File: src/rtl/pulse_phase_gen.sv
// Phase sequencer for downstream switch drivers: IDLE -> PRE -> MAIN -> END.
// Define PULSE_REPEAT_EN to add cfg_rep (extra PRE/MAIN repetitions before END).
module pulse_phase_gen (
    input  logic        clk,
    input  logic        rst_n,
    input  logic        key_state,
    input  logic        start,
    input  logic [7:0]  cfg_pre,
    input  logic [15:0] cfg_main,
`ifdef PULSE_REPEAT_EN
    input  logic [3:0]  cfg_rep,
`endif
    output logic [1:0]  pulse_state,
    output logic        busy,
    output logic        done
);

    localparam logic [1:0] ST_IDLE = 2'd0;
    localparam logic [1:0] ST_PRE  = 2'd1;
    localparam logic [1:0] ST_MAIN = 2'd2;
    localparam logic [1:0] ST_END  = 2'd3;

    logic [1:0]  r_state;
    logic [15:0] r_cnt;
    logic [15:0] r_main;

    logic [1:0]  w_nxt_state;
    logic [15:0] w_nxt_cnt;
    logic        w_ld_cfg;
    logic [15:0] w_cfg_pre_m1;
    logic [15:0] w_cfg_main_m1;
    logic [15:0] w_main_m1;

`ifdef PULSE_REPEAT_EN
    logic [7:0]  r_pre;
    logic [3:0]  r_rep;
    logic [3:0]  w_nxt_rep;
    logic [15:0] w_pre_m1;

    assign w_pre_m1 = {8'd0, r_pre} - 16'd1;
`endif

    // Phase lengths minus one; a zero MAIN length is run as a single cycle.
    assign w_cfg_pre_m1  = {8'd0, cfg_pre} - 16'd1;
    assign w_cfg_main_m1 = (cfg_main == 16'd0) ? 16'd0 : cfg_main - 16'd1;
    assign w_main_m1     = (r_main == 16'd0) ? 16'd0 : r_main - 16'd1;

    always_comb begin
        w_nxt_state = r_state;
        w_nxt_cnt   = r_cnt;
        w_ld_cfg    = 1'b0;
`ifdef PULSE_REPEAT_EN
        w_nxt_rep   = r_rep;
`endif
        if (!key_state) begin
            w_nxt_state = ST_IDLE;
            w_nxt_cnt   = 16'd0;
        end else begin
            case (r_state)
                ST_IDLE: begin
                    if (start) begin
                        w_ld_cfg = 1'b1;
`ifdef PULSE_REPEAT_EN
                        w_nxt_rep = cfg_rep;
`endif
                        if (cfg_pre != 8'd0) begin
                            w_nxt_state = ST_PRE;
                            w_nxt_cnt   = w_cfg_pre_m1;
                        end else begin
                            w_nxt_state = ST_MAIN;
                            w_nxt_cnt   = w_cfg_main_m1;
                        end
                    end
                end
                ST_PRE: begin
                    if (r_cnt == 16'd0) begin
                        w_nxt_state = ST_MAIN;
                        w_nxt_cnt   = w_main_m1;
                    end else begin
                        w_nxt_cnt = r_cnt - 16'd1;
                    end
                end
                ST_MAIN: begin
                    if (r_cnt == 16'd0) begin
                        w_nxt_state = ST_END;
                        w_nxt_cnt   = 16'd0;
`ifdef PULSE_REPEAT_EN
                        // Another pass pending: go round again instead of ending.
                        if (r_rep != 4'd0) begin
                            w_nxt_rep = r_rep - 4'd1;
                            if (r_pre != 8'd0) begin
                                w_nxt_state = ST_PRE;
                                w_nxt_cnt   = w_pre_m1;
                            end else begin
                                w_nxt_state = ST_MAIN;
                                w_nxt_cnt   = w_main_m1;
                            end
                        end
`endif
                    end else begin
                        w_nxt_cnt = r_cnt - 16'd1;
                    end
                end
                ST_END: begin
                    w_nxt_state = ST_IDLE;
                    w_nxt_cnt   = 16'd0;
                end
                default: begin
                    w_nxt_state = ST_IDLE;
                    w_nxt_cnt   = 16'd0;
                end
            endcase
        end
    end

    always_ff @(posedge clk or negedge rst_n) begin
        if (!rst_n) begin
            r_state <= ST_IDLE;
            r_cnt   <= 16'd0;
        end else begin
            r_state <= w_nxt_state;
            r_cnt   <= w_nxt_cnt;
        end
    end

    // In the single-shot build the PRE length only matters at entry, where it
    // goes straight into the counter, so only MAIN needs a shadow register.
    always_ff @(posedge clk or negedge rst_n) begin
        if (!rst_n) begin
            r_main <= 16'd0;
        end else if (w_ld_cfg) begin
            r_main <= cfg_main;
        end
    end

`ifdef PULSE_REPEAT_EN
    always_ff @(posedge clk or negedge rst_n) begin
        if (!rst_n) begin
            r_pre <= 8'd0;
            r_rep <= 4'd0;
        end else begin
            if (w_ld_cfg) r_pre <= cfg_pre;
            r_rep <= w_nxt_rep;
        end
    end
`endif

    assign pulse_state = r_state;
    assign busy        = (r_state != ST_IDLE);
    assign done        = (r_state == ST_END);

endmodule

File: config.mk
export PLATFORM = sky130hd
export DESIGN_NAME = pulse_phase_gen
export DESIGN_NICKNAME = d
export VERILOG_FILES = /design/src/rtl/pulse_phase_gen.sv
export SDC_FILE = /design/constraint.sdc
export NUM_CORES = 1
export LEC_CHECK = 0
export BUFFER_PORTS_ARGS = -buffer_cell sky130_fd_sc_hd__buf_2
export CORE_MARGIN = 3
export CORE_UTILIZATION = 30
export DETAILED_ROUTE_END_ITERATION = 16
export PLACE_DENSITY = 0.49
export SLEW_MARGIN = 25
export SYNTH_ARGS = -nofsm -noshare
export SYNTH_HDL_FRONTEND = slang
export SYNTH_SLANG_ARGS = --single-unit
File: constraint.sdc
create_clock -name clk -period 5.3 [get_ports clk]
set_input_delay 1.59 -clock clk [delete_from_list [all_inputs] [get_ports clk]]
set_output_delay 1.59 -clock clk [all_outputs]
set_load 0.01 [all_outputs]
* Word level (Yosys, flattened, before mapping)
Cells that the tools add are included.
Operators by class: multiplexer cells 17, shift-type cells 0, div/mod/pow operators 0, $mul 0, bitwise operators 0, reduce and logical (&&, ||, !) cells 7, $lt $le $gt $ge 0, add/subtract/negate cells 4, eq/ne operators 6
Operators with widths (count):
- two-way mux 16 bit | 7
- one-hot mux 16 bit (4 select lines) | 1
- logical NOT 16 bit | 3
- subtractor 16 x 1 -> 16 bit, second input constant | 3
- two-way mux 2 bit | 5
- != test 3 bit, second input constant | 3
- subtractor 8 x 1 -> 9 bit, second input constant | 1
- one-hot mux 2 bit (4 select lines) | 1
- nonzero test 8 bit | 1
- == test 2 bit, second input constant | 2
- two-way mux 1 bit | 3
- AND reduction 3 bit | 1
- == test 2 x 1 -> 1 bit, second input constant | 1
- logical NOT 2 bit | 1
- nonzero test 2 bit | 1
Word-level totals: ROM bits 0, register bits after elaboration 34, memories kept 0, memory bits (writable) 0, latch bits 0, bits of input ports 28, word-level logic and storage cells 37

* Logic depth before layout (Yosys ltp)
Gate-level depths: netlist of the first run.
word-level depth 6, gate-level depth with buffers 10, mapped depth without buffers 8

* Worst setup path after synthesis of the first run
No wires, ideal clock.
path type input to register, start input port cfg_main[12], end register r_cnt[5], arrival time 3.408 ns, library setup time 0.122 ns, setup slack 1.771 ns, stages on the path 6, cell sequence or4_1 > or3_1 > o21ai_1 > clkbuf_1 > o221ai_1 > a32o_1
Between the ends: cells in the longest elaborated chain, start to end 6
RTL lines:
- start, declared | line 9 | input logic [15:0] cfg_main,
- logical NOT 16 bit | line 45 | assign w_cfg_main_m1 = (cfg_main == 16'd0) ? 16'd0 : cfg_main - 16'd1;
- two-way mux 16 bit | line 45
- two-way mux 16 bit | line 66 | if (cfg_pre != 8'd0) begin
- two-way mux 16 bit | line 61 | if (start) begin
- one-hot mux 16 bit (4 select lines) | line 59 | case (r_state)
- two-way mux 16 bit | line 55 | if (!key_state) begin
- end signal, assigned | line 122 | r_cnt <= w_nxt_cnt;
- end, declared | line 24 | logic [15:0] r_cnt;
No other way between the ends. The select of a mux whose other input is x is not followed. A chain may end at the register's enable or synchronous reset.

* Final worst setup path of the first run
start input port cfg_main[10], end register r_cnt[0]
Same word-level chain as after synthesis.

==> run_results.csv, run 1 <==
group,metric,value,unit
finish,area_growth,12.3,%
finish,finalInstanceArea,0.00318,mm²
finish,seq_area,851,µm²
synth,synth.distinct_cells,54,
clocking,htree_levels,2,
clocking,cts_buffers,5,
synth,ys_ff_latch,34,
setup_path,crit_arrival,3.89,ns
placed_design,placedCellCount,455,
clocking,cts_max_path_buffers,2,
clocking,worst_skew_pair.late_latency,0.29,ns
global_route,gr-usage-all-layers,16.7,%
die,num_rows,34,
setup_path,startpoint_type,"primary input",
clocking,cts_resized,0,
finish,fillers,963,
timing,tns,0,ns
drt,via_count,2617,
timing,tightest_slew,0.900,ns
placed_design,place_congestion,0.876,
drt,wl,8290,µm
timing,grt_setup_unrepaired,"false",
die,fp.dieH,103,µm
drt,routedWlPerCell,17.9,µm
synth,synth-edff-count,0,
power_and_ir_drop,p_comb_share,52.5,%
synth,ys.flop_type,"dfrtp_1",
finish,multi_input_area,0.00186,mm²
power_and_ir_drop,power.density,525,mW/mm²
finish,final_nets,393,
timing,layout_setup_ws,1.59,ns
global_route,grt_pass1_vias,2577,
clocking,postCtsSetupBuffers,0,
timing,fin_crit_sh,70.0,%
power_and_ir_drop,clock_power_share,15.2,%
clocking,cts_tree,"yes",
synth,syn_avg_cell_area,8.60,µm²
setup_path,required,5.48,ns
timing,setup_violations,0,
die,die_w,103,µm
synth,async_flop_share,100,%
finish,instances_no_fill,462,
die,dieArea,0.0106,mm²
min_path,hold_path_class,"flip-flop to flip-flop",
power_and_ir_drop,vdd_drop_max,0.158,mV
synth,syn_area,0.00283,mm²
die,coreArea,0.00893,mm²
drt,drc_errors,0,
synth,synth_warnings,0,
setup_path,cp_max_fo,14,
clocking,postCtsHoldBufs,0,
synth,ys_seq_area_share,30.1,%
timing,max_freq,0.270,GHz
power_and_ir_drop,p_leak,0.00125,µW
power_and_ir_drop,p_seq_share,32.2,%
synth,syn-num-nets,368,
drt,viasPerCell,5.66,
outcome,outcome,"completed",
clocking,clk_pin_slew,0.08,ns
power_and_ir_drop,power.internal,899,µW
setup_path,end_kind,"flip-flop",
power_and_ir_drop,switching_power,770,µW
run,maxCapViolCount,0,
die,ios,32,
placed_design,dp_hpwl,6310,µm
global_route,grt_pass1_wl,13800,µm
timing,fin_crit,3.71,ns
synth,synth_cells,329,
min_path,hold_path_depth,1,
placed_design,place_area,0.00306,mm²
drt,drtPass1Iterations,5,
setup_path,path_class,"primary input to flip-flop",
clocking,clock-root-buffer,"clkbuf_8",
die,start_util,31.7,%
placed_design,post-place-ws,1.27,ns
clocking,cts_sinks,34,
placed_design,io_buffers,31,
finish,n_antenna_cell,0,
finish,final_layout_size_suffix_gt1_share,18.4,%
global_route,overflow,0,
timing,clock_skew,0.00577,ns
global_route,grt_start_max_net_pins,35,
drt,ant_nets,0,
timing,finalMaxSlewViolations,0,
drt,drtIter0Drc,140,
power_and_ir_drop,swShare,46.1,%
finish,final_core_util,35.6,%
timing,hold_viol,0,
global_route,antenna_found_initial,0,
setup_path,ff2ff_path_depth,6,
timing,relSlewSlack,39.6,%
flip-flops by register name, indices dropped and copies added (netlist names):
| name | count |
|---|---|
| r_cnt | 16 |
| pulse_state | 2 |
| r_main | 16 |
path summary, 6_finish.rpt:
check / start / endpoint / slack [ns]
max reg2reg: r_main[10] / r_cnt[0] / 2.57
min in group asynchronous: rst_n / pulse_state[0] / 1.40
max in group asynchronous: rst_n / r_cnt[9] / 3.37
min: r_cnt[1] / r_cnt[1] / 0.53
min reg2reg: r_cnt[1] / r_cnt[1] / 0.53
max: cfg_main[10] / r_cnt[0] / 1.59
critical path: stages:
cell and delay, ns:
buf_2 0.13, or4_1 0.58, or3_1 0.33, o21ai_1 0.72
o221ai_1 0.25, a32o_1 0.29
cells by family after synthesis:
logic type	after synthesis	share of synthesized area [%]
compound gates	84	20.2
simple gates	119	22.8
fa+ha+maj	11	4.86
mux	16	6.28
flops	34	30.1
xor+xnor	37	11.5
buf+inv	28	4.38
cells in the mapped netlist, types with 10 or more instances:
cell | instances | area share [%]
a21oi_1 | 16 | 2.8
clkbuf_1 | 10 | 1.3
dfrtp_1 | 34 | 30
ha_1 | 11 | 4.9
inv_1 | 14 | 1.9
mux2_2 | 14 | 5.6
nand2_1 | 24 | 3.2
nor2_1 | 26 | 3.4
nor3_1 | 19 | 3.4
o21ai_0 | 22 | 3.9
xnor2_1 | 19 | 5.9
xor2_1 | 18 | 5.6
power groups by stage:
stage	logic, µW	registers [µW]	clock network [µW]
2_1_floorplan	681	490	0
3_3_place_gp	868	539	0
3_5_place_dp	870	538	0
4_1_cts	875	533	262
5_1_grt	993	560	275
6_report	877	538	254
layout by cell type (no fill, tap or decap), types with 3 or more instances in the layout:
cell type,count
dfrtp_1,34
buf_2,31
nor2_1,25
nand2_1,24
o21ai_0,22
nor3_1,19
xnor2_1,19
xor2_1,18
a21oi_1,16
inv_1,14
mux2_2,14
ha_1,11
nor4_1,8
o211ai_1,8
nand3_1,6
o221ai_1,6
clkbuf_8,6
nor4b_1,5
a32o_1,5
or3_1,4
or4_4,3
o22ai_1,3
or4_1,3
nor2b_1,3
o2111a_1,3
a22oi_1,3
metrics by stage:
step | hold WS, ns | power, µW
2_1_floorplan | 0.481 | 1170
3_3_place_gp | 0.508 | 1410
3_5_place_dp | 0.513 | 1410
4_1_cts | 0.531 | 1670
5_1_grt | 0.544 | 1830
6_report | 0.535 | 1670
cell type report:
cell class                      instances  area share (%)
Inverter                               14            1.65
Clock inverter                          1           0.945
Timing Repair Buffer                   32            5.12
Multi-Input combinational cell        267            58.7
Tap cell                              108            4.25
Sequential cell                        34            26.8
Clock buffer                            6            2.60
metal layers:
| layer | track usage [%] | routed length, µm | vias to the layer above |
|---|---|---|---|
| li1 | - | - | 1279 |
| met1 | 24.9 | 4030 | 1256 |
| met2 | 26.2 | 3770 | 75 |
| met3 | 2.30 | 439 | 7 |
| met4 | 2.39 | 53 | 0 |
| met5 | 0 | 0 | - |
Note: power is estimated with default switching activity, not from simulation.
==> inputs of run 2 (changes only) <==
- clock period: 5.3 -> 3.5 ns (I/O delays scaled with it)
==> run 2 against run 1 <==
Sequential share of layout area down 0.55 points. Worst hold slack worse by 0.016 ns. Design area up 2.1%. Flip-flop and latch count unchanged. Power up 58%. Critical path type is now flip-flop to flip-flop.
==> run_results.csv, run 2 (synthesized netlist as in run 1, its figures left out) <==
group,metric,value,unit
global_route,antenna_found_initial,0,
die,coreArea,0.00893,mm²
setup_path,required,3.67,ns
outcome,outcome,"completed",
drt,drtPass1Iterations,4,
setup_path,cp_cell_sequence,"or4_4, or4_4, or4_4, and3_4, a221oi_1, nor3_1",
global_route,gr-usage-all-layers,16.6,%
drt,via_count,2614,
min_path,min_to,"r_cnt[6]",
drt,wl,8330,µm
clocking,clk_pin_slew,0.08,ns
die,fp.dieH,103,µm
timing,tns,0,ns
setup_path,rrSetupSlack,0.75,ns
setup_path,ff2ff_path_depth,6,
setup_path,startpoint_type,"flip-flop",
setup_path,timing.rr.end,"r_cnt[8]",
finish,area_growth,14.6,%
die,die_w,103,µm
timing,tightest_slew,0.860,ns
min_path,hold_path_class,"flip-flop to flip-flop",
timing,setup_violations,0,
global_route,grt_start_max_net_pins,35,
global_route,grt_pass1_vias,2531,
placed_design,io_buffers,31,
die,num_rows,34,
setup_path,crit_arrival,2.92,ns
min_path,hp-start,"r_cnt[6]",
clocking,cts_sinks,34,
timing,hold_viol,0,
clocking,cts_resized,0,
die,start_util,31.7,%
finish,instances_no_fill,469,
clocking,clock-root-buffer,"clkbuf_8",
placed_design,place_congestion,0.892,
clocking,cts_buffers,5,
setup_path,cpMostUsedCell,"or4_4",
finish,layout_common_cells,"34 x dfrtp_1, 31 x buf_2, 26 x nor2_1",
global_route,grt_pass1_wl,13600,µm
clocking,cts_tree,"yes",
power_and_ir_drop,power.density,814,mW/mm²
timing,finalMaxSlewViolations,0,
setup_path,max_stage_delay,0.54,ns
drt,drtIter0Drc,146,
setup_path,cp_max_fo,5,
timing,relSlewSlack,42.7,%
finish,final_nets,399,
setup_path,path_class,"flip-flop to flip-flop",
run,maxCapViolCount,0,
finish,n_antenna_cell,0,
clocking,cts_max_path_buffers,2,
global_route,overflow,0,
drt,viasPerCell,5.57,
drt,routedWlPerCell,17.8,µm
power_and_ir_drop,vdd_drop_max,0.257,mV
timing,clock_skew,0.00866,ns
timing,fin_crit,2.75,ns
placed_design,dp_hpwl,6400,µm
placed_design,placedCellCount,461,
clocking,postCtsHoldBufs,0,
setup_path,end_kind,"flip-flop",
die,dieArea,0.0106,mm²
timing,fin_crit_sh,78.7,%
clocking,worst_skew_pair.late_latency,0.30,ns
clocking,postCtsSetupBuffers,0,
min_path,hold_path_depth,1,
timing,grt_setup_unrepaired,"false",
die,ios,32,
finish,fillers,948,
drt,ant_nets,0,
finish,layout_commonest_cell,"dfrtp_1",
finish,final_layout_size_suffix_gt1_share,19.4,%
drt,drc_errors,0,
clocking,htree_levels,2,
setup_path,worst_r2r_startpoint,"r_main[8]",
timing,max_freq,0.363,GHz
setup_path,critPathSlowestCell,"or4_4",
power_and_ir_drop,p_leak,0.00129,µW
-- run 2: cell count changes in the layout (fill, tap and decap cells not counted), sizes merged --
cell	previous run	this run
buf	32	38
bufinv	1	2
-- run 2: worst max path at each step --
stage                  from   endpoint  slack (ns)  cells past startpoint
2_1_floorplan  cfg_main[12]   r_cnt[5]        0.51                      6
3_5_place_dp   cfg_main[12]   r_cnt[1]        0.48                      7
5_1_grt          cfg_pre[0]  r_cnt[13]        0.63                     10
3_3_place_gp   cfg_main[12]   r_cnt[5]        0.48                      7
4_1_cts          r_main[10]   r_cnt[8]        0.78                      6
6_report          r_main[8]   r_cnt[8]        0.75                      6
-- run 2: final cells by class --
type / count / area [µm²] / area share (%)
clock buffers: 6 / 82.6 / 2.55
clock inverters: 2 / 60.1 / 1.85
inverters: 14 / 52.6 / 1.62
multi-input cells: 267 / 1860 / 57.2
flip-flops and latches: 34 / 851 / 26.2
well taps: 108 / 135 / 4.17
repair buffers: 38 / 208 / 6.40
-- run 2: critical path: cells and delay by family, from the launching register on --
kind | cells | cell delay [ns]
flops | 1 | 0.43
simple gates | 5 | 1.86
compound gates | 1 | 0.35
-- run 2: through the flow --
stage	instance area, µm²	util [%]	hold slack, ns	setup WS (ns)	power [µW]
final	3240	36.3	0.518	0.747	2640
after global routing	3240	36.3	0.547	0.626	2870
after CTS	3240	36.3	0.522	0.778	2650
after detailed placement	3100	34.7	0.502	0.480	2170
after global placement	3100	34.7	0.501	0.481	2170
after floorplan	2830	-	0.481	0.511	1770
-- run 2: metal layers --
| layer | vias up | wire length (µm) | GRT usage, % |
|---|---|---|---|
| li1 | 1286 | - | - |
| met1 | 1262 | 4090 | 24.9 |
| met2 | 59 | 3750 | 24.5 |
| met3 | 7 | 426 | 2.98 |
| met4 | 0 | 69 | 4.18 |
| met5 | - | 0 | 0 |
-- run 2: power breakdown --
part | switching [µW] | leakage (µW) | internal (µW)
logic | 773 | 0.000791 | 588
registers | 239 | 0.000429 | 570
clock network | 166 | 0.0000714 | 304
total | 1180 | 0.00129 | 1460
==> inputs of run 3 (changes only) <==
- PLACE_DENSITY: 0.49 -> 0.5
- clock period: 3.5 -> 2.4 ns (I/O delays scaled with it)
==> run 3 against run 2 <==
Critical path type unchanged. Routed wire length grew 5.5%. Maximum frequency grew 7.4%. Utilization grew 4.4 points. Register-to-register slack lost 0.91 ns. Worst setup slack lost 0.91 ns. Cell count grew 10%. Design area grew 12%. First-iteration DRC count shrank 8.2%. Flip-flop and latch count is the same. Highest routed layer unchanged. Combinational power grew 73%. Via count grew 7.3%. Sequential power grew 44%. The run now ends with setup timing left.
==> run_results.csv, run 3 (synthesized netlist as in run 1, its figures left out) <==
group,metric,value,unit
outcome,outcome,"complete, but fails checks",
outcome,violations,"setup timing",
setup_path,required,2.56,ns
finish,fillers,955,
finish,multi_input_area,0.00190,mm²
placed_design,place_area,0.00349,mm²
die,coreArea,0.00893,mm²
drt,drtPass1Iterations,4,
drt,via_count,2804,
finish,instances_no_fill,518,
setup_path,cp_max_fo,4,
finish,layout_common_cells,"55 x buf_4, 34 x dfrtp_1, 31 x buf_2",
clocking,htree_levels,2,
placed_design,dp_hpwl,6930,µm
setup_path,rrSetupSlack,-0.16,ns
clocking,cts_max_path_buffers,2,
die,num_rows,34,
timing,max_freq,0.390,GHz
finish,n_antenna_cell,0,
drt,drtIter0Drc,134,
power_and_ir_drop,power.density,1110,mW/mm²
finish,final_layout_size_suffix_gt1_share,31.0,%
clocking,clk_pin_slew,0.08,ns
timing,setup_violations,16,
power_and_ir_drop,vdd_drop_max,0.442,mV
timing,finalMaxSlewViolations,0,
placed_design,post-place-ws,-0.213,ns
die,start_util,31.7,%
timing,layout_setup_ws,-0.164,ns
die,fp.dieH,103,µm
clocking,cts_buffers,5,
setup_path,path_class,"flip-flop to flip-flop",
setup_path,cp_top_family,"simple AND/OR/NAND/NOR gates",
global_route,gr-usage-all-layers,17.2,%
setup_path,cpMostUsedCell,"or4_4",
global_route,antenna_found_initial,0,
min_path,hold_path_class,"primary input to async pin",
global_route,grt_start_max_net_pins,35,
drt,viasPerCell,5.41,
clocking,cts_tree,"yes",
clocking,cts_sinks,34,
placed_design,placedCellCount,507,
clocking,postCtsHoldBufs,0,
setup_path,max_stage_delay,0.53,ns
global_route,overflow,0,
setup_path,startpoint_type,"flip-flop",
placed_design,place_congestion,0.859,
finish,layout_commonest_cell,"buf_4",
run,maxCapViolCount,0,
finish,finalInstanceArea,0.00364,mm²
timing,hold_viol,0,
drt,drc_errors,0,
setup_path,end_kind,"flip-flop",
placed_design,io_buffers,31,
setup_path,crit_arrival,2.73,ns
setup_path,ff2ff_path_depth,7,
power_and_ir_drop,p_leak,0.00153,µW
drt,ant_nets,0,
setup_path,timing.rr.end,"r_cnt[12]",
setup_path,path_buf_inv,1,
finish,final_nets,448,
finish,seq_area,851,µm²
timing,clock_skew,0.00608,ns
setup_path,critPathSlowestCell,"or4_4",
setup_path,worst_r2r_startpoint,"r_main[10]",
timing,grt_setup_unrepaired,"true",
global_route,grt_pass1_vias,2689,
setup_path,cp_cell_sequence,"or4_4, or4_4, or4_4, and3_4, buf_4, a21oi_2, a22oi_1",
timing,tightest_slew,0.699,ns
timing,fin_crit,2.56,ns
clocking,clock-root-buffer,"clkbuf_8",
die,ios,32,
timing,fin_crit_sh,107,%
die,die_w,103,µm
global_route,grt_pass1_wl,14100,µm
drt,wl,8790,µm
clocking,worst_skew_pair.late_latency,0.29,ns
drt,routedWlPerCell,17.0,µm
die,dieArea,0.0106,mm²
finish,area_growth,28.5,%
timing,relSlewSlack,53.2,%
==> run 3: changes by cell type in the layout (fill, tap and decap cells not counted), sizes merged <==
cell / delta
buf: +49
clkinv: +2
bufinv: -1
clkbuf: -1
==> run 3: final cells by class <==
| class | count | area share (%) |
|---|---|---|
| Clock buffer | 5 | 1.89 |
| Inverter | 14 | 1.45 |
| Clock inverter | 3 | 1.10 |
| Sequential cell | 34 | 23.4 |
| Timing Repair Buffer | 87 | 16.2 |
| Tap cell | 108 | 3.72 |
| Multi-Input combinational cell | 267 | 52.3 |
==> run 3: what timing repair did <==
item | CTS | global route
pin swaps | 1 | 6
gates resized for setup | 1 | 4
setup buffers | 0 | 3
endpoints found under the setup margin | 16 | 16
==> run 3: report_power, final <==
part	switching [µW]	total [µW]	leakage, µW	internal [µW]
clock	233	539	0.0000579	306
sequential	333	1160	0.000429	831
combinational	1270	2350	0.00104	1080
total	1830	4050	0.00153	2210
==> run 3: how the worst max path moves through the flow <==
stage               depth (start not counted)       start   endpoint
floorplan                                   6   r_main[8]   r_cnt[8]
finish                                      7  r_main[10]  r_cnt[12]
global placement                           11  cfg_pre[0]   r_cnt[8]
detailed placement                         11  cfg_pre[0]   r_cnt[8]
global route                                6  r_main[10]   r_cnt[8]
CTS                                         6  r_main[10]   r_cnt[0]
==> run 3: layer usage <==
| metal | vias up | track usage (%) | part of all wire [%] |
|---|---|---|---|
| met4 | 0 | 2.79 | 0.61 |
| met1 | 1351 | 25.8 | 51 |
| met5 | - | 0 | 0 |
| li1 | 1392 | - | - |
| met2 | 54 | 26.6 | 44 |
| met3 | 7 | 2.50 | 4.0 |
==> run 3: metrics by stage <==
step                utilization (%)  hold slack, ns  total power [µW]  setup TNS, ns
floorplan                         -           0.424              2640         -0.465
global placement               39.1           0.508              3440          -1.98
detailed placement             39.1           0.530              3460          -2.24
CTS                            40.4           0.387              4020          -1.44
global route                   40.7           0.392              4390          -2.49
finish                         40.7           0.386              4050          -1.55
